==> src/rtl/maxpool1.sv <==
// 2x2 / stride-2 max pooling of a binary multi-channel feature map.
// Captures a whole map, then writes one pooled output row per cycle, with a finished/reply handshake on both sides.
module maxpool1 #(
  parameter int IN_DIM   = 28,
  parameter int CHANNELS = 2,
  localparam int OUT_DIM = IN_DIM / 2,
  localparam int IN_W    = CHANNELS * IN_DIM * IN_DIM,
  localparam int OUT_W   = CHANNELS * OUT_DIM * OUT_DIM
) (
  input  logic             clk,
  input  logic             reset,
  input  logic [IN_W-1:0]  featuremap_in,
  input  logic             finished_from_prev_device,
  output logic             reply_to_prev_device,
  input  logic             reply_from_next_device,
  output logic [OUT_W-1:0] pooled_out,
  output logic             finished_for_next_device
);

  localparam int ROW_W = (OUT_DIM > 1) ? $clog2(OUT_DIM) : 1;
  localparam int IN_CH = IN_DIM * IN_DIM;
  localparam int OUT_CH = OUT_DIM * OUT_DIM;

  typedef enum logic [1:0] {
    IDLE = 2'd0,
    ACK  = 2'd1,
    POOL = 2'd2,
    DONE = 2'd3
  } state_t;

  state_t            state, state_next;
  logic [ROW_W-1:0]  row, row_next;
  logic [IN_W-1:0]   map_buf;
  logic [OUT_W-1:0]  pooled_next;
  logic              capture;

  // Binary data: the max of a window is the OR of its bits.
  function automatic logic win_max(input logic a, input logic b, input logic c, input logic d);
    return a | b | c | d;
  endfunction

  always_comb begin
    state_next  = state;
    row_next    = row;
    pooled_next = pooled_out;
    capture     = 1'b0;
    case (state)
      IDLE: begin
        if (finished_from_prev_device) begin
          capture     = 1'b1;
          pooled_next = '0;
          state_next  = ACK;
        end
      end
      ACK: begin
        row_next   = '0;
        state_next = POOL;
      end
      POOL: begin
        for (int c = 0; c < CHANNELS; c++) begin
          for (int r = 0; r < OUT_DIM; r++) begin
            if (row == ROW_W'(r)) begin
              for (int k = 0; k < OUT_DIM; k++) begin
                pooled_next[c*OUT_CH + r*OUT_DIM + k] = win_max(
                  map_buf[c*IN_CH + (2*r)*IN_DIM   + 2*k],
                  map_buf[c*IN_CH + (2*r)*IN_DIM   + 2*k + 1],
                  map_buf[c*IN_CH + (2*r+1)*IN_DIM + 2*k],
                  map_buf[c*IN_CH + (2*r+1)*IN_DIM + 2*k + 1]);
              end
            end
          end
        end
        if (row == ROW_W'(OUT_DIM - 1)) begin
          row_next   = '0;
          state_next = DONE;
        end else begin
          row_next = row + ROW_W'(1);
        end
      end
      DONE: begin
        if (reply_from_next_device) state_next = IDLE;
      end
      default: state_next = IDLE;
    endcase
  end

  always_ff @(posedge clk or posedge reset) begin
    if (reset) begin
      state      <= IDLE;
      row        <= '0;
      map_buf    <= '0;
      pooled_out <= '0;
    end else begin
      state      <= state_next;
      row        <= row_next;
      pooled_out <= pooled_next;
      if (capture) map_buf <= featuremap_in;
    end
  end

  assign reply_to_prev_device     = (state == ACK);
  assign finished_for_next_device = (state == DONE);

endmodule
==> config.mk <==
export PLATFORM = sky130hd
export DESIGN_NAME = maxpool1
export DESIGN_NICKNAME = d
export VERILOG_FILES = /design/src/rtl/maxpool1.sv
export SDC_FILE = /design/constraint.sdc
export NUM_CORES = 2
export LEC_CHECK = 0
export CORE_AREA = 8 8 766 768
export CTS_BUF_LIST = sky130_fd_sc_hd__clkbuf_4 sky130_fd_sc_hd__clkbuf_8
export DETAILED_ROUTE_END_ITERATION = 8
export DIE_AREA = 0 0 774 776
export PLACE_DENSITY = 0.33
export SYNTH_ARGS = -nofsm -noshare
export SYNTH_HDL_FRONTEND = slang
export SYNTH_SLANG_ARGS = --single-unit
==> constraint.sdc <==
create_clock -name clk -period 106.7 [get_ports clk]
set_input_delay 26.675 -clock clk [delete_from_list [all_inputs] [get_ports clk]]
set_output_delay 26.675 -clock clk [all_outputs]
set_load 0.1 [all_outputs]
==> run summary <==
• **outcome** finished clean
• **simple-gate share of the synthesized area** 0.269
• **Post-Syn Instances** 8851
• **net count of the finished layout** 12400
• **required time at the endpoint of the critical path** 107.71 ns
• **H-tree level count** 5
• **Worst VDD drop** 15.1 uV
• **prevailing post-synth register cell** sky130_fd_sc_hd__dfrtp_1
• **Post-Syn Nets** 10400
• **EDFF count, synth** 0
• **number of hold violations in the final report** 0
• **post-CTS setup buffer count** 0
• **via count of the first global-routing pass** 74200
• **Critical Path Sink Type** flip-flop
• **clock slew seen by the registers of the worst setup and hold paths** 0.06 ns
• **maximum operating frequency** 30.9 MHz
• **final weighted congestion of routability-driven global placement** 0.805
• **Sw Share** 0.482
• **root buf cell** sky130_fd_sc_hd__clkbuf_8
• **insertion delay of the later-clocked pin in the worst-skew pair** 1.08 ns
• **met1 track utilization from global routing** 0.200
• **pin count of the biggest net entering global routing** 188
• **arrival time at the worst endpoint** 33.39 ns
• **adder-cell area share of the yosys netlist** 0.000786
• **buffer depth of the longest clock path** 4
• **critical path class** input port to flip-flop
• **GRT overflow** 0
• **proportion of register bits with asynchronous set or reset after synthesis** 1.00
• **post-route setup TNS** 0 ns
• **Avg Vias per Cell** 3.77
• **distinct cell type count of the synthesized netlist** 41
• **Core ar.** 0.575 mm^2
• **global routing met3 resource utilization** 0.0620
• **number of violations reported at the end of detailed-routing iteration 0** 4308
• **share of cells above drive strength 1** 0.0972
• **Fillers** 64100
• **GR Layer Usage met2** 0.252
• **antenna violations before repair** 260
• **overall via count from detail_route** 70800
• **Final min period** 32.38 ns
• **combinational share of power** 0.422
• **post-DR wirelength/cell** 26.0 um
• **Net Switching** 1.84 mW
• **normalized max-slew margin** 0.0597
• **Setup Skew** 0.0640 ns
• **setup repair after global routing missed its margin** no
• **cell area after synthesis** 0.0796 mm^2
• **leak pwr** 55.0 nW
• **share of power burned in the clock network** 0.229
• **number of buffers added by the clock tree synthesis step** 395
• **estimated wirelength of the detail-placed design** 380 mm
• **fin area** 0.116 mm^2
• **worst slack on hold paths** 0.470 ns
• **sequential cell area in the final layout** 0.0492 mm^2
• **post-route antenna net violation count** 0
• **Tcrit/Tclk final** 0.303
• **setup slack of the worst register-to-register path** 99.61 ns
• **clock tree from TritonCTS** yes
• **xor and xnor area share after synthesis** 0
• **number of primary I/O pins** 1966
• **Synth-to-Final Area Change** 45.7%
• **Buffers on Ports** 1965
• **most frequent standard cell in the layout excluding fill and tap cells** sky130_fd_sc_hd__nand2_1
• **total power after layout** 3.81 mW
• **Setup Viol. Count Final** 0
• **area after detailed placement** 0.107 mm^2
• **synthesized-area fraction occupied by ao, oa, aoi and oai cells** 0.0798
• **relative contribution of sequential cells to total power** 0.350
• **cell taking the most area after synthesis** sky130_fd_sc_hd__dfrtp_1
• **first-pass GRT wire length** 661 mm
• **Pins Over Slew Limit** 0
• **slew at the pin closest to its max-slew limit** 1.40 ns
• **internal power summed over all cells** 1.98 mW
• **multi-input combinational cell area** 0.0280 mm^2
• **total wire length** 489 mm
• **Vert. Die Dim** 776 um
• **largest family of logic cells by synthesized area** simple AND/OR/NAND/NOR gates
• **number of gates resized after cts** 0
• **Power Dens Cells** 32.9 mW/mm^2
• **first-pass detailed-route iteration total** 5
• **startpoint types** input port
• **grt peak-use layer** met2
• **maximum fanout along the worst path** 80
• **share of cell area taken by muxes after synthesis** 0.000409
• **area share of the largest cell type after synthesis** 0.618
• **number of rows created at floorplan** 279
• **number of remaining DRC errors** 0
• **global-route usage over all layers** 0.156
• **worst min-delay path class** flip-flop to flip-flop
• **Hold Buf Count CTS** 0
• **number of maximum-capacitance constraint violations** 0
• **share of the yosys chip area belonging to registers** 0.618
• **initial core utilization** 0.138
• **top post-synthesis cells by area** sky130_fd_sc_hd__dfrtp_1 (62%), sky130_fd_sc_hd__nand2_1 (24%), sky130_fd_sc_hd__a2bb2oi_1 (4.2%), sky130_fd_sc_hd__nor4_1 (2.2%), sky130_fd_sc_hd__o21ai_0 (2.1%)
• **yosys synthesis warning count** 0
• **Die Footprint** 0.601 mm^2
• **Die X** 774 um
• **commonest non-fill, non-tap cells in the layout** sky130_fd_sc_hd__nand2_1 (5108), sky130_fd_sc_hd__dfrtp_1 (1962), sky130_fd_sc_hd__clkdlybuf4s50_1 (1774)
• **post-synthesis sequential element count** 1966
• **clock sinks** 1966
• **Syn Area/Cell** 8.99 um^2
[sequential cells by signal (all words and copies together), names as in the netlist]
name	flops
map_buf	1568
row	4
pooled_out	392
state	2
[power groups by stage]
| stage | Clock, mW | Combinational (mW) | Sequential, mW |
|---|---|---|---|
| after global placement | 0 | 1.64 | 1.35 |
| final | 0.871 | 1.61 | 1.33 |
| after detailed placement | 0 | 1.64 | 1.35 |
| after CTS | 0.912 | 1.65 | 1.34 |
| after floorplan | 0 | 0.564 | 1.74 |
| after global routing | 0.940 | 1.75 | 1.38 |
[worst max-delay path: stages]
cell                              delay [ns]
sky130_fd_sc_hd__clkdlybuf4s50_1        0.55
sky130_fd_sc_hd__nand2_4                0.54
sky130_fd_sc_hd__buf_4                  0.59
sky130_fd_sc_hd__buf_4                  0.65
sky130_fd_sc_hd__buf_4                  0.68
sky130_fd_sc_hd__buf_4                  0.81
sky130_fd_sc_hd__buf_4                  0.77
sky130_fd_sc_hd__buf_4                  0.82
sky130_fd_sc_hd__buf_4                  0.65
sky130_fd_sc_hd__nand2_1                0.13
sky130_fd_sc_hd__nand2_1                0.10
[final cells by class]
class,instances,area share
Clock buffer,648,0.0695
Inverter,8,0.000324
Multi-Input combinational cell,6346,0.241
Tap cell,7587,0.0819
Clock inverter,56,0.00550
Timing Repair Buffer,2115,0.176
Antenna cell,55,0.00119
Sequential cell,1966,0.424
[stage by stage]
step,setup WS (ns),util,instances
after global placement,73.20,0.186,18000
after floorplan,24.50,-,8851
after global routing,74.03,0.201,18700
after CTS,74.48,0.201,18700
after detailed placement,73.19,0.186,18000
final,74.32,0.202,18800
[worst paths after layout]
kind,start,end,cells after the start
max in group asynchronous,reset,map_buf[1006]$_DFFE_PP0P_,8
worst max-delay path,finished_from_prev_device,map_buf[820]$_DFFE_PP0P_,11
min in group asynchronous,reset,map_buf[615]$_DFFE_PP0P_,2
worst min register to register,map_buf[565]$_DFFE_PP0P_,map_buf[565]$_DFFE_PP0P_,2
worst max register to register,state[0]$_DFFE_PP0P_,map_buf[820]$_DFFE_PP0P_,12
worst min-delay path,map_buf[565]$_DFFE_PP0P_,map_buf[565]$_DFFE_PP0P_,2
[synthesized netlist by cell type (6+ instances only)]
| master | n |
|---|---|
| sky130_fd_sc_hd__buf_6 | 10 |
| sky130_fd_sc_hd__o21ai_0 | 334 |
| sky130_fd_sc_hd__nand3_1 | 22 |
| sky130_fd_sc_hd__nor4_1 | 275 |
| sky130_fd_sc_hd__inv_1 | 8 |
| sky130_fd_sc_hd__buf_4 | 21 |
| sky130_fd_sc_hd__o21ai_1 | 56 |
| sky130_fd_sc_hd__buf_2 | 237 |
| sky130_fd_sc_hd__a2bb2oi_1 | 385 |
| sky130_fd_sc_hd__and4bb_2 | 6 |
| sky130_fd_sc_hd__or4_1 | 7 |
| sky130_fd_sc_hd__dfrtp_1 | 1966 |
| sky130_fd_sc_hd__clkbuf_1 | 248 |
| sky130_fd_sc_hd__o41ai_1 | 111 |
| sky130_fd_sc_hd__nand2_1 | 5109 |
| sky130_fd_sc_hd__buf_1 | 8 |
| sky130_fd_sc_hd__nand4_1 | 7 |
[routing by layer]
layer	vias to the layer above	wire length (um)
li1	32700	-
met1	34800	214000
met2	2298	221000
met3	791	43600
met4	156	8830
met5	-	953
[cells by family (layout without fill, tap and decap cells)]
kind of cell             Yosys count  in the layout
AND/OR/NAND/NOR                 5446           5446
flip-flops                      1966           1966
AO/OA/AOI/OAI                    892            892
buffers and inverters            539           2827
adder cells (fa/ha/maj)            5              5
multiplexers                       3              3
other                              0             55
Note: power is estimated with default switching activity, not from simulation.
